$ cat src/rtl/inv_sub_bytes_seq.sv
// Sequential AES InvSubBytes: one byte at a time, inverse affine followed by a
// GF(2^8) inverse computed as x^254 with seven square-and-multiply steps.
module inv_sub_bytes_seq #(
  parameter int NUM_BYTES = 16
) (
  input  logic                   clk,
  input  logic                   rst_n,
  input  logic                   in_valid,
  output logic                   in_ready,
  input  logic [8*NUM_BYTES-1:0] in_state,
  output logic                   out_valid,
  input  logic                   out_ready,
  output logic [8*NUM_BYTES-1:0] out_state,
  output logic                   busy
);

  localparam int W     = 8 * NUM_BYTES;
  localparam int IDX_W = (NUM_BYTES > 1) ? $clog2(NUM_BYTES) : 1;

  typedef enum logic [1:0] {IDLE, EXP, DONE} state_t;

  state_t           state_q, state_d;
  logic [W-1:0]     buf_q, buf_d;
  logic [W-1:0]     res_q, res_d;
  logic [IDX_W-1:0] idx_q, idx_d, idx_nx;
  logic [2:0]       step_q, step_d;
  logic [7:0]       sq_q, sq_d, acc_q, acc_d;
  logic [7:0]       sq_sq, acc_mul;
  logic             accept, last_step, last_byte;

  // Carry-less 8x8 product folded back modulo x^8+x^4+x^3+x+1.
  function automatic logic [7:0] gf_mul(input logic [7:0] a, input logic [7:0] b);
    logic [14:0] p;
    p = '0;
    for (int i = 0; i < 8; i++)
      if (b[i]) p = p ^ ({7'b0, a} << i);
    for (int i = 14; i >= 8; i--)
      if (p[i]) p = p ^ ({6'b0, 9'h11B} << (i - 8));
    return p[7:0];
  endfunction

  function automatic logic [7:0] inv_affine(input logic [7:0] s);
    logic [7:0] b;
    for (int i = 0; i < 8; i++)
      b[i] = s[3'(i + 2)] ^ s[3'(i + 5)] ^ s[3'(i + 7)];
    return b ^ 8'h05;
  endfunction

  assign accept    = in_valid & in_ready;
  assign last_step = (step_q == 3'd6);
  assign last_byte = (idx_q == IDX_W'(NUM_BYTES - 1));
  assign idx_nx    = idx_q + IDX_W'(1);
  assign sq_sq     = gf_mul(sq_q, sq_q);
  // acc picks up sq^2 each step: x^2 * x^4 * ... * x^128 = x^254.
  assign acc_mul   = gf_mul(acc_q, sq_sq);
  assign out_state = res_q;

  always_ff @(posedge clk or negedge rst_n) begin
    if (!rst_n) state_q <= IDLE;
    else        state_q <= state_d;
  end

  always_comb begin
    state_d = state_q;
    case (state_q)
      IDLE:    if (accept) state_d = EXP;
      EXP:     if (last_step && last_byte) state_d = DONE;
      DONE:    if (out_ready) state_d = IDLE;
      default: state_d = IDLE;
    endcase
  end

  always_comb begin
    in_ready  = (state_q == IDLE);
    out_valid = (state_q == DONE);
    busy      = (state_q != IDLE);
  end

  always_comb begin
    buf_d  = buf_q;
    res_d  = res_q;
    idx_d  = idx_q;
    step_d = step_q;
    sq_d   = sq_q;
    acc_d  = acc_q;
    case (state_q)
      IDLE: begin
        if (accept) begin
          buf_d  = in_state;
          idx_d  = '0;
          step_d = 3'd0;
          sq_d   = inv_affine(in_state[7:0]);
          acc_d  = 8'h01;
        end
      end
      EXP: begin
        sq_d  = sq_sq;
        acc_d = acc_mul;
        if (last_step) begin
          res_d[{idx_q, 3'b000} +: 8] = acc_mul;
          if (!last_byte) begin
            idx_d  = idx_nx;
            step_d = 3'd0;
            sq_d   = inv_affine(buf_q[{idx_nx, 3'b000} +: 8]);
            acc_d  = 8'h01;
          end
        end else begin
          step_d = step_q + 3'd1;
        end
      end
      default: ;
    endcase
  end

  // Input buffer is pure data and only meaningful after a capture.
  always_ff @(posedge clk) begin
    buf_q <= buf_d;
  end

  always_ff @(posedge clk or negedge rst_n) begin
    if (!rst_n) begin
      res_q  <= '0;
      idx_q  <= '0;
      step_q <= 3'd0;
      sq_q   <= 8'h00;
      acc_q  <= 8'h00;
    end else begin
      res_q  <= res_d;
      idx_q  <= idx_d;
      step_q <= step_d;
      sq_q   <= sq_d;
      acc_q  <= acc_d;
    end
  end

endmodule
$ cat config.mk
export PLATFORM = sky130hd
export DESIGN_NAME = inv_sub_bytes_seq
export DESIGN_NICKNAME = d
export VERILOG_FILES = /design/src/rtl/inv_sub_bytes_seq.sv
export SDC_FILE = /design/constraint.sdc
export NUM_CORES = 1
export LEC_CHECK = 0
export CAP_MARGIN = 20
export CORE_UTILIZATION = 49
export DETAILED_ROUTE_END_ITERATION = 8
export GPL_ROUTABILITY_DRIVEN = 1
export PLACE_DENSITY = 0.89
export SKIP_CTS_REPAIR_TIMING = 1
export SKIP_LAST_GASP = 1
export SYNTH_ARGS = -nofsm -noshare
export SYNTH_HDL_FRONTEND = slang
export SYNTH_SLANG_ARGS = --single-unit
$ cat constraint.sdc
create_clock -name clk -period 5.4 [get_ports clk]
set_clock_uncertainty 0.2 [all_clocks]
set_input_delay 1.62 -clock clk [delete_from_list [all_inputs] [get_ports clk]]
set_output_delay 1.62 -clock clk [all_outputs]
set_load 0.02 [all_outputs]
==> impl_metrics.tcl, run 1 <==
set metrics [dict create \
    grt_use_total_pct 25.2 \
    hold_viol 0 \
    clkLatencyLatePin_ps 500 \
    ys_seq_area_share_pct 55.1 \
    numCtsBuffers 22 \
    wl_per_cell_um 18.6 \
    setup-tns-final_ps 0 \
    gp_congestion 0.890 \
    cpPeakStageDelay_ps 860 \
    min-delay-start "out_state[118]" \
    ys_ff_latch 201 \
    initial_core_util_pct 50.6 \
    synth_warnings 0 \
    root_buffer "clkbuf_16" \
    grt_overflow 0 \
    crit_fanout 18 \
    ioPinCount 263 \
    die-width_um 142 \
    grt_pass1_wl_um 39700 \
    num_vias 7719 \
    cp.arrival_ps 4370 \
    avgViaCountPerCell 5.74 \
    fillers 1379 \
    post_route_cells_drive_above_1_share_pct 9.31 \
    nets 1207 \
    synth_top_area_cell "dfrtp_1" \
    worst_slew_pin_slew_ps 1140 \
    netlist_area_um2 9560 \
    drv_slew 0 \
    cts_max_level 1 \
    drc 0 \
    core-area_um2 18900 \
    fmax_mhz 235 \
    ff2ff_path_depth 8 \
    path_cells "xor2_1 -> a21oi_1 -> nor4_1 -> xor2_1 -> xnor3_2 -> xor2_2 -> xor2_2 -> o21ai_0" \
    synth_top_area_share_pct 40.0 \
    drt_iter0_markers 538 \
    hold_path_class "flop to flop" \
    grt_pass1_vias 7608 \
    port_buffers 182 \
    die_area_um2 20100 \
    critical_path.reg2reg.endpoint "out_state[65]" \
    grt_max_degree 86 \
    hold_depth 2 \
    period_share_pct 78.7 \
    syn_inst 912 \
    cts.clk_slew.worst_paths_ps 70 \
    syn_nets 1048 \
    synth_edf_count 48 \
    yosysUniqueCellTypes 57 \
    async_reset_ff_share_pct 76.1 \
    dp_hpwl_um 17000 \
    crit_required_ps 5520 \
    period_minus_slack_ps 4250 \
    area_growth_syn_to_layout_pct 28.9 \
    slew_headroom_pct 23.0 \
    setup_viol 0 \
    syn_avg_cell_area_um2 10.5 \
    r2r_start "sq_q[5]" \
    post-route-util_pct 65.3 \
    synthMostInstantiatedCell "nand2_1" \
    ys.flop_type "dfrtp_1" \
    critical_path.slowest_cell "dfrtp_1" \
    die_y_um 142 \
    min_to "out_state[118]" \
    rsz0062_at_grt "no" \
    worst-r2r-setup-slack_ps 1150 \
    crit_path_start_kind "flop" \
    status "finished clean" \
    cts.sink_count 201 \
    synth_common_cells "207 x nand2_1, 153 x dfrtp_1, 122 x o21ai_0" \
    synthTopCellsByArea "dfrtp_1 40%, edfxtp_1 15%, nand2_1 8.1%, o21ai_0 6.4%, mux4_2 3.1%" \
    cts_tree "built" \
    drt_wl_total_um 25000 \
    antenna_found_initial 0 \
    rows 50 \
    endpoint_kind "flop" \
    postRouteAntennaNets 0 \
    path_class "flop to flop" \
    max_cap_viol_count 0 \
    diodes 0 \
    max-clock-path-buffers 3 \
    drt_pre_antenna_iters 5 \
]
[cell usage in the layout (no fill, tap or decap), types with 12 or more instances in the layout]
cell and n:
a21oi_1 39, buf_4 15, clkbuf_16 23, clkdlybuf4s50_1 181, dfrtp_1 153, edfxtp_1 48
inv_1 14, mux4_2 13, nand2_1 207, nand3_1 16, nor2_1 23, nor2b_1 16
o21ai_0 122, o21ai_1 13, o22ai_1 14, xnor2_1 29, xnor2_2 12, xor2_1 16
[layout make-up]
class / instances / area, um^2 / share of cell area (%)
clock buffer: 28 / 624 / 5.06
clock inverter: 10 / 153 / 1.24
inverter: 15 / 56.3 / 0.457
multi-input combinational: 633 / 3950 / 32.0
sequential: 201 / 5270 / 42.7
tap: 260 / 325 / 2.64
timing repair buffer: 198 / 1960 / 15.9
[logic make-up (layout without fill, tap and decap cells)]
logic type	count (synthesis)	count (layout)	share of synthesized area [%]
AND/OR/NAND/NOR	294	294	13.0
AO/OA/AOI/OAI	240	240	14.5
flip-flops	201	201	55.1
buffers and inverters	78	251	3.86
XOR/XNOR	68	68	8.44
multiplexers	27	27	4.61
adder cells (fa/ha/maj)	4	4	0.523
[sequential cells by signal (all words and copies together) (netlist names)]
register,cells
out_state,128
buf_q,48
acc_q,8
sq_q,8
idx_q,4
step_q,3
state_q,2
[critical path: cells and delay by family (launching register included)]
family,cells,cell delay [ps]
AO/OA/AOI/OAI,2,430
XOR/XNOR,5,2150
AND/OR/NAND/NOR,1,430
flip-flops,1,860
[how the worst max path moves through the flow]
stage,startpoint,slack [ps],end
final,sq_q[5],1150,out_state[65]
after global placement,sq_q[5],1410,out_state[1]
after floorplan,idx_q[0],1600,sq_q[1]
after global routing,sq_q[5],1010,out_state[65]
after detailed placement,sq_q[5],1290,out_state[65]
after CTS,sq_q[5],1190,out_state[65]
[routing by layer]
layer,GRT usage (%),part of all wire (%),vias up,wire length [um]
li1,-,-,3499,-
met1,31.9,40,3734,9870
met2,43.0,49,419,12200
met3,4.56,8.2,67,2050
met4,10.1,3.3,0,834
met5,0,0,-,0
[stage by stage]
step	hold WS [ps]	setup slack (ps)	area, um^2	std cells
after floorplan	300	1600	9560	912
after global placement	262	1410	11500	1305
after detailed placement	270	1290	11500	1305
after CTS	282	1190	12300	1343
after global routing	304	1010	12300	1345
final	275	1150	12300	1345
Power of run 1 is not shown: default switching activity piles up to over one toggle a cycle in this logic, so the estimate is an artifact.
==> run 2: changes to the inputs <==
CORE_UTILIZATION = 44   (was 49)
PLACE_DENSITY = 0.85   (was 0.89)
clock period = 3.8 ns   (was 5.4 ns; I/O delays follow)
==> run 2 against run 1 <==
- core utilization shrank 6.1 points
- routed wire length up 2.3%
- global-route usage down 2.0 points
- worst hold slack improved by 6.1 ps
- largest cell class unchanged
==> impl_metrics.tcl, run 2 (synthesis gave the netlist of run 1 again) <==
set metrics [dict create \
    status "finished clean" \
    min-delay-start "out_state[125]" \
    period_share_pct 93.1 \
    hold_depth 2 \
    dp_hpwl_um 18400 \
    endpoint_kind "flop" \
    die_area_um2 22300 \
    crit_required_ps 3960 \
    final_common_cell "nand2_1" \
    postRouteAntennaNets 0 \
    rsz0062_at_grt "no" \
    fmax_mhz 283 \
    max_cap_viol_count 0 \
    area_growth_syn_to_layout_pct 30.9 \
    r2r_start "sq_q[4]" \
    ioPinCount 263 \
    critical_path.reg2reg.endpoint "out_state[56]" \
    ff2ff_path_depth 9 \
    die_y_um 149 \
    min_to "out_state[125]" \
    worst-r2r-setup-slack_ps 260 \
    nets 1237 \
    wl_per_cell_um 18.4 \
    die-width_um 149 \
    cts_max_level 1 \
    drt_wl_total_um 25500 \
    core-area_um2 21200 \
    route.met2.wl_um 12500 \
    grt_use_total_pct 23.2 \
    initial_core_util_pct 45.2 \
    path_class "flop to flop" \
    wl_met3_um 1940 \
    hold_viol 0 \
    setup_viol 0 \
    cts_tree "built" \
    diodes 0 \
    cts.clk_slew.worst_paths_ps 60 \
    drv_slew 0 \
    top_layer "met4" \
    avgViaCountPerCell 5.62 \
    worst_slew_pin_slew_ps 862 \
    max-clock-path-buffers 3 \
    drc 0 \
    gp_congestion 0.937 \
    rows 53 \
    numCtsBuffers 21 \
    drt_iter0_markers 483 \
    antenna_found_initial 0 \
    period_minus_slack_ps 3540 \
    drt_pre_antenna_iters 5 \
    grt_overflow 0 \
    cp.arrival_ps 3700 \
    grt_pass1_wl_um 40400 \
    setup-tns-final_ps 0 \
    num_vias 7811 \
    clkLatencyLatePin_ps 490 \
    grt_pass1_vias 7455 \
    slew_headroom_pct 42.1 \
    grt_max_degree 78 \
    crit_fanout 9 \
    port_buffers 182 \
    root_buffer "clkbuf_16" \
    cts.sink_count 201 \
    m1WireLength_um 10500 \
    post_route_cells_drive_above_1_share_pct 11.5 \
    final_cell_mix "207 x nand2_1, 181 x clkdlybuf4s50_1, 153 x dfrtp_1" \
    crit_path_start_kind "flop" \
    largest_reg_flops 128 \
    hold_path_class "flop to flop" \
]
## run 2: worst max path at each step
stage | from | slack, ps | endpoint | cells after the start
after floorplan | idx_q[0] | 4 | sq_q[1] | 13
after global placement | sq_q[5] | 40 | out_state[88] | 9
after detailed placement | sq_q[5] | 50 | out_state[56] | 9
after CTS | sq_q[5] | 50 | out_state[56] | 9
after global routing | sq_q[6] | 100 | out_state[46] | 9
final | sq_q[4] | 260 | out_state[56] | 9
## run 2: metrics by stage
| stage | hold slack (ps) | setup WS (ps) | instances | cell area (um^2) | util (%) |
|---|---|---|---|---|---|
| after floorplan | 300 | 3.71 | 912 | 9560 | - |
| after global placement | 261 | 42.4 | 1352 | 11800 | 55.8 |
| after detailed placement | 270 | 48.4 | 1352 | 11800 | 55.8 |
| after CTS | 286 | 51.1 | 1389 | 12500 | 58.9 |
| after global routing | 304 | 103 | 1390 | 12500 | 59.2 |
| final | 281 | 264 | 1390 | 12500 | 59.2 |
## run 2: final cells by class
cell class	count	area, um^2
inverters	15	56.3
multi-input cells	633	4000
well taps	275	344
flip-flops and latches	201	5270
fillers	1734	8630
clock buffers	29	576
clock inverters	8	73.8
repair buffers	229	2200
## run 2: metal layers
layer,vias up,track usage (%)
met4,0,5.87
met2,387,39.1
met5,-,0
li1,3553,-
met1,3819,31.1
met3,52,3.81
## run 2: worst max-delay path, cell delays in order (launching register included)
cell      delay, ps
dfrtp_1         610
xnor2_2         540
a21oi_1         120
o22ai_1         200
xnor2_1         190
xnor3_2         480
buf_4           220
xnor2_2         400
nand2b_1        290
o21ai_0         130
Power of run 2 is left out for the same reason.
==> run 3: changes to the inputs <==
MAX_ROUTING_LAYER = met4   (was unset)
REMOVE_ABC_BUFFERS = 1   (was unset)
==> run 3 against run 2 <==
- first-iteration DRC count increased by 13%
- routed wire length down 1.1%
- design area shrank 0.31%
- global-route usage is 0.63 points higher
- fmax up 0.13%
- register-to-register slack is essentially flat
- final cell count is 0.43% lower
- sequential share of layout area is 0.13 points higher
- flip-flop and latch count did not move
- non-clock buffer count is 6 lower
- clock-buffer cell count unchanged
- core utilization down 0.18 points
- largest cell class unchanged
==> impl_metrics.tcl, run 3 (synthesis gave the netlist of run 1 again) <==
set metrics [dict create \
    gp_congestion 0.998 \
    num_vias 7732 \
    critical_path.reg2reg.endpoint "out_state[100]" \
    period_share_pct 92.9 \
    drt_wl_total_um 25200 \
    crit_path_start_kind "flop" \
    ff2ff_path_depth 9 \
    grt_overflow 0 \
    drv_slew 0 \
    area_growth_syn_to_layout_pct 30.5 \
    cts_tree "built" \
    rsz0062_at_grt "no" \
    status "finished clean" \
    path_class "flop to flop" \
    cp.arrival_ps 3650 \
    dp_cells 1346 \
    post_route_cells_drive_above_1_share_pct 10.7 \
    fmax_mhz 283 \
    cts_max_level 1 \
    grt_use_total_pct 23.8 \
    max-clock-path-buffers 3 \
    grt_pass1_vias 7520 \
    worst_hold_slack_ps 280 \
    slew_headroom_pct 23.8 \
    final_area_um2 12500 \
    nets 1231 \
    cp-endpoint "out_state[100]" \
    die_area_um2 22300 \
    hold_depth 2 \
    port_buffers 182 \
    worst-r2r-setup-slack_ps 270 \
    die-width_um 149 \
    layoutNonFillerInstCount 1384 \
    core-area_um2 21200 \
    wl_per_cell_um 18.2 \
    endpoint_kind "flop" \
    drc 0 \
    drt_iter0_markers 547 \
    grt_pass1_wl_um 40500 \
    cts.clk_slew.worst_paths_ps 60 \
    drt_pre_antenna_iters 5 \
    final_common_cell "nand2_1" \
    initial_core_util_pct 45.2 \
    numCtsBuffers 21 \
    rows 53 \
    largest_reg_flops 128 \
    period_minus_slack_ps 3530 \
    setup-tns-final_ps 0 \
    r2r_start "sq_q[5]" \
    antenna_found_initial 0 \
    crit_required_ps 3920 \
    root_buffer "clkbuf_16" \
    cts.sink_count 201 \
    postRouteAntennaNets 0 \
    setup_viol 0 \
    hold_path_class "flop to flop" \
    die_y_um 149 \
    final_cell_mix "207 x nand2_1, 181 x clkdlybuf4s50_1, 153 x dfrtp_1" \
    diodes 0 \
    avgViaCountPerCell 5.59 \
    ioPinCount 263 \
    crit_fanout 17 \
    dp_hpwl_um 17900 \
    startpoint "sq_q[5]" \
    clkLatencyLatePin_ps 500 \
    worst_slew_pin_slew_ps 1140 \
    grt_max_degree 86 \
    max_cap_viol_count 0 \
    place_area_um2 11800 \
    hold_viol 0 \
]
## run 3: cell count changes in the layout (fill, tap and decap cells not counted), sizes merged
| cell | previous run | this run |
|---|---|---|
| buf | 48 | 42 |
| inv | 17 | 16 |
| bufinv | 1 | 2 |
## run 3: through the flow
step	utilization, %	worst slack [ps]
floorplan	-	256
global placement	55.6	204
detailed placement	55.6	108
CTS	58.7	5.68
global route	59.0	105
finish	59.0	268
## run 3: final cells by class
class                           instances  area [um^2]
Multi-Input combinational cell        633         4000
Inverter                               15         56.3
Timing Repair Buffer                  223         2160
Clock buffer                           29          556
Sequential cell                       201         5270
Fill cell                            1683         8670
Tap cell                              275          344
Clock inverter                          8         96.3
## run 3: how the worst min path moves through the flow
| stage | startpoint | endpoint | slack, ps |
|---|---|---|---|
| after floorplan | step_q[2] | step_q[2] | 300 |
| after global placement | out_state[37] | out_state[37] | 260 |
| after detailed placement | out_state[22] | out_state[22] | 270 |
| after CTS | out_state[77] | out_state[77] | 280 |
| after global routing | out_state[119] | out_state[119] | 300 |
| final | out_state[119] | out_state[119] | 280 |
## run 3: critical path, cell delays in order (launching register included)
cell	delay (ps)
dfrtp_1	520
buf_12	220
xnor2_2	320
mux2i_1	230
o22ai_1	110
xor2_1	200
xnor3_2	540
xor2_2	230
xnor2_4	500
o21ai_0	270
## run 3: routing by layer
metal	track usage [%]	vias up	wire [um]
li1	-	3567	-
met1	31.3	3751	10400
met2	38.5	373	12200
met3	3.60	41	1980
met4	6.63	0	594
met5	-	-	0
Power of run 3 is left out for the same reason.
==> edit (flow settings as in run 2) <==
Set the parameter `NUM_BYTES` to 32 (it was 16).
--- a/src/rtl/inv_sub_bytes_seq.sv
+++ b/src/rtl/inv_sub_bytes_seq.sv
@@ -2,5 +2,5 @@
 // GF(2^8) inverse computed as x^254 with seven square-and-multiply steps.
 module inv_sub_bytes_seq #(
-  parameter int NUM_BYTES = 16
+  parameter int NUM_BYTES = 32
 ) (
   input  logic                   clk,
Interface: changed (resized in_state and out_state); port bits go from 263 to 519. No check against the original RTL was run, so the function may have changed too.
==> edit against run 2 <==
Sequential cell count grew 177; synthesized area increased by 69%; non-clock buffer count grew 185; routed wire length up 95%; sequential share of layout area is 3.4 points higher; setup slack got worse by 82 ps; hold slack got worse by 5.6 ps; critical endpoint is now out_state[253]; count of clock-buffer cells in the layout up 28; first-iteration DRC count is 79% higher; cell area grew 75%.
Power is not shown: default switching activity piles up to over one toggle a cycle in this logic, so the estimate is an artifact.
==> edit: results (changes against run 2) <==
[setup_path]
cp.arrival_ps=3860  ; was 3700 ps
reg2reg_depth=8  ; was 9
cpMaxStageDelayCell=nor2_1  ; was dfrtp_1
path_max_fanout=10  ; was 9
critPathTopFamily=simple AND/OR/NAND/NOR gates  ; was XOR/XNOR gates
r2r_slack_ps=180  ; was 260 ps
critPathMaxStageDelay_ps=880  ; was 610 ps

[detailed_routing]
wl_met1_um=19000  ; was 10500 um
wl_met3_um=4350  ; was 1940 um
first_pass_iters=5  ; unchanged
met2_length_um=24000  ; was 12500 um
drt_iter0_drc=864  ; was 483
routed_via_density=5.66  ; was 5.62
wirelength_um=49700  ; was 25500 um
route.top_layer_used=met4  ; unchanged

[global_route]
grt.total_usage_pct=26.7  ; was 23.2%
grt_pass1_wl_um=77000  ; was 40400 um
grt_max_degree=97  ; was 78
grt_pass1_vias=13192  ; was 7455

[final_layout]
nets=2081  ; was 1237
largest_reg_flops=256  ; was 128
drive_gt1_share_pct=9.83  ; was 11.5%
fillCellCount=2720  ; was 1734

[placement]
port_buffers=358  ; was 182
place.gp.congestion=0.899  ; was 0.937
place_ws_ps=224  ; was 48.4 ps
dp_hpwl_um=34600  ; was 18400 um
place_area_um2=20700  ; was 11800 um^2

[timing]
tns_ps=0  ; unchanged
worstMarginPinSlew_ps=1110  ; was 862 ps
fmax_mhz=276  ; was 283 MHz
worst_hold_slack_ps=275  ; was 281 ps

[synthesis]
async_flop_share_pct=74.6  ; was 76.1%
synthTopCellsByCount=326 x nand2_1, 282 x dfrtp_1, 161 x o21ai_0  ; was 207 x nand2_1, 153 x dfrtp_1, 122 x o21ai_0
synth_compound_area_share_pct=12.3  ; was 14.5%
yosysSeqAreaShare_pct=61.4  ; was 55.1%
synth-adder-area-share_pct=0.464  ; was 0.523%
yosys-top-cells-area=dfrtp_1 44%, edfxtp_1 18%, nand2_1 7.6%, o21ai_0 5.0%, mux4_2 3.3%  ; was dfrtp_1 40%, edfxtp_1 15%, nand2_1 8.1%, o21ai_0 6.4%, mux4_2 3.1%
synthesis.nets=1722  ; was 1048
yosys_warnings=0  ; unchanged
synth_edf_count=96  ; was 48
synthMuxAreaShare_pct=5.64  ; was 4.61%
synth-xor-area-share_pct=5.10  ; was 8.44%
ys_dominant_reg_cell=dfrtp_1  ; unchanged
ys_types=62  ; was 57

[min_path]
hp-class=reg -> reg  ; unchanged

[outcome]
run_status=finished, final reports clean  ; unchanged

[clock_tree]
clock_tree.buffer_depth=3  ; unchanged
htreeDepth=2  ; was 1
clk_latency_ps=560  ; was 490 ps
cts_buffers=39  ; was 21
path_clk_slew_ps=60  ; about the same

[edit: cell types whose count changed after synthesis, moves of 11 or more]
cell	change
o21ai_0	+39
mux4_2	+11
nand3_1	+26
clkbuf_1	+31
o31ai_1	+29
o21ai_1	+49
dfrtp_1	+129
nand4_1	+13
nor2_1	+12
edfxtp_1	+48
nand2_1	+119
mux2_2	+12
[edit: final timing paths]
kind | startpoint | to
min in group asynchronous | rst_n | out_state[201]
worst max register to register | idx_q[1] | out_state[253]
worst min-delay path | out_state[232] | out_state[232]
max in group asynchronous | rst_n | out_state[216]
worst max-delay path | idx_q[1] | out_state[253]
worst min register to register | out_state[232] | out_state[232]
[edit: metrics by stage]
| stage | instances | utilization, % |
|---|---|---|
| 6_report | 2303 | 60.9 |
| 4_1_cts | 2303 | 60.9 |
| 2_1_floorplan | 1456 | - |
| 3_5_place_dp | 2235 | 57.6 |
| 3_3_place_gp | 2235 | 57.6 |
| 5_1_grt | 2303 | 60.9 |
[edit: tightest hold or removal path: cells and delay by family, from the launching register on]
| kind | cells | cell delay (ps) |
|---|---|---|
| and+or+nand+nor | 1 | 50 |
| DFF | 1 | 340 |
| AOI/OAI and AO/OA | 1 | 50 |
[edit: logic make-up (layout without fill, tap and decap cells)]
logic type,after synthesis,after routing
flip-flops,378,378
multiplexers,59,59
buffers and inverters,122,508
XOR/XNOR,75,75
adder cells (fa/ha/maj),6,6
AND/OR/NAND/NOR,464,464
AO/OA/AOI/OAI,352,352
[edit: layer usage]
layer	vias up	GRT usage, %
li1	5814	-
met1	6361	33.0
met2	730	44.6
met3	134	5.72
met4	0	13.3
met5	-	0
[edit: area by class of cell]
class,instances,share of cell area (%)
sequential,378,45.5
timing repair buffer,414,19.3
tap,461,2.64
clock inverter,11,0.481
multi-input combinational,956,26.7
inverter,26,0.446
clock buffer,57,4.95
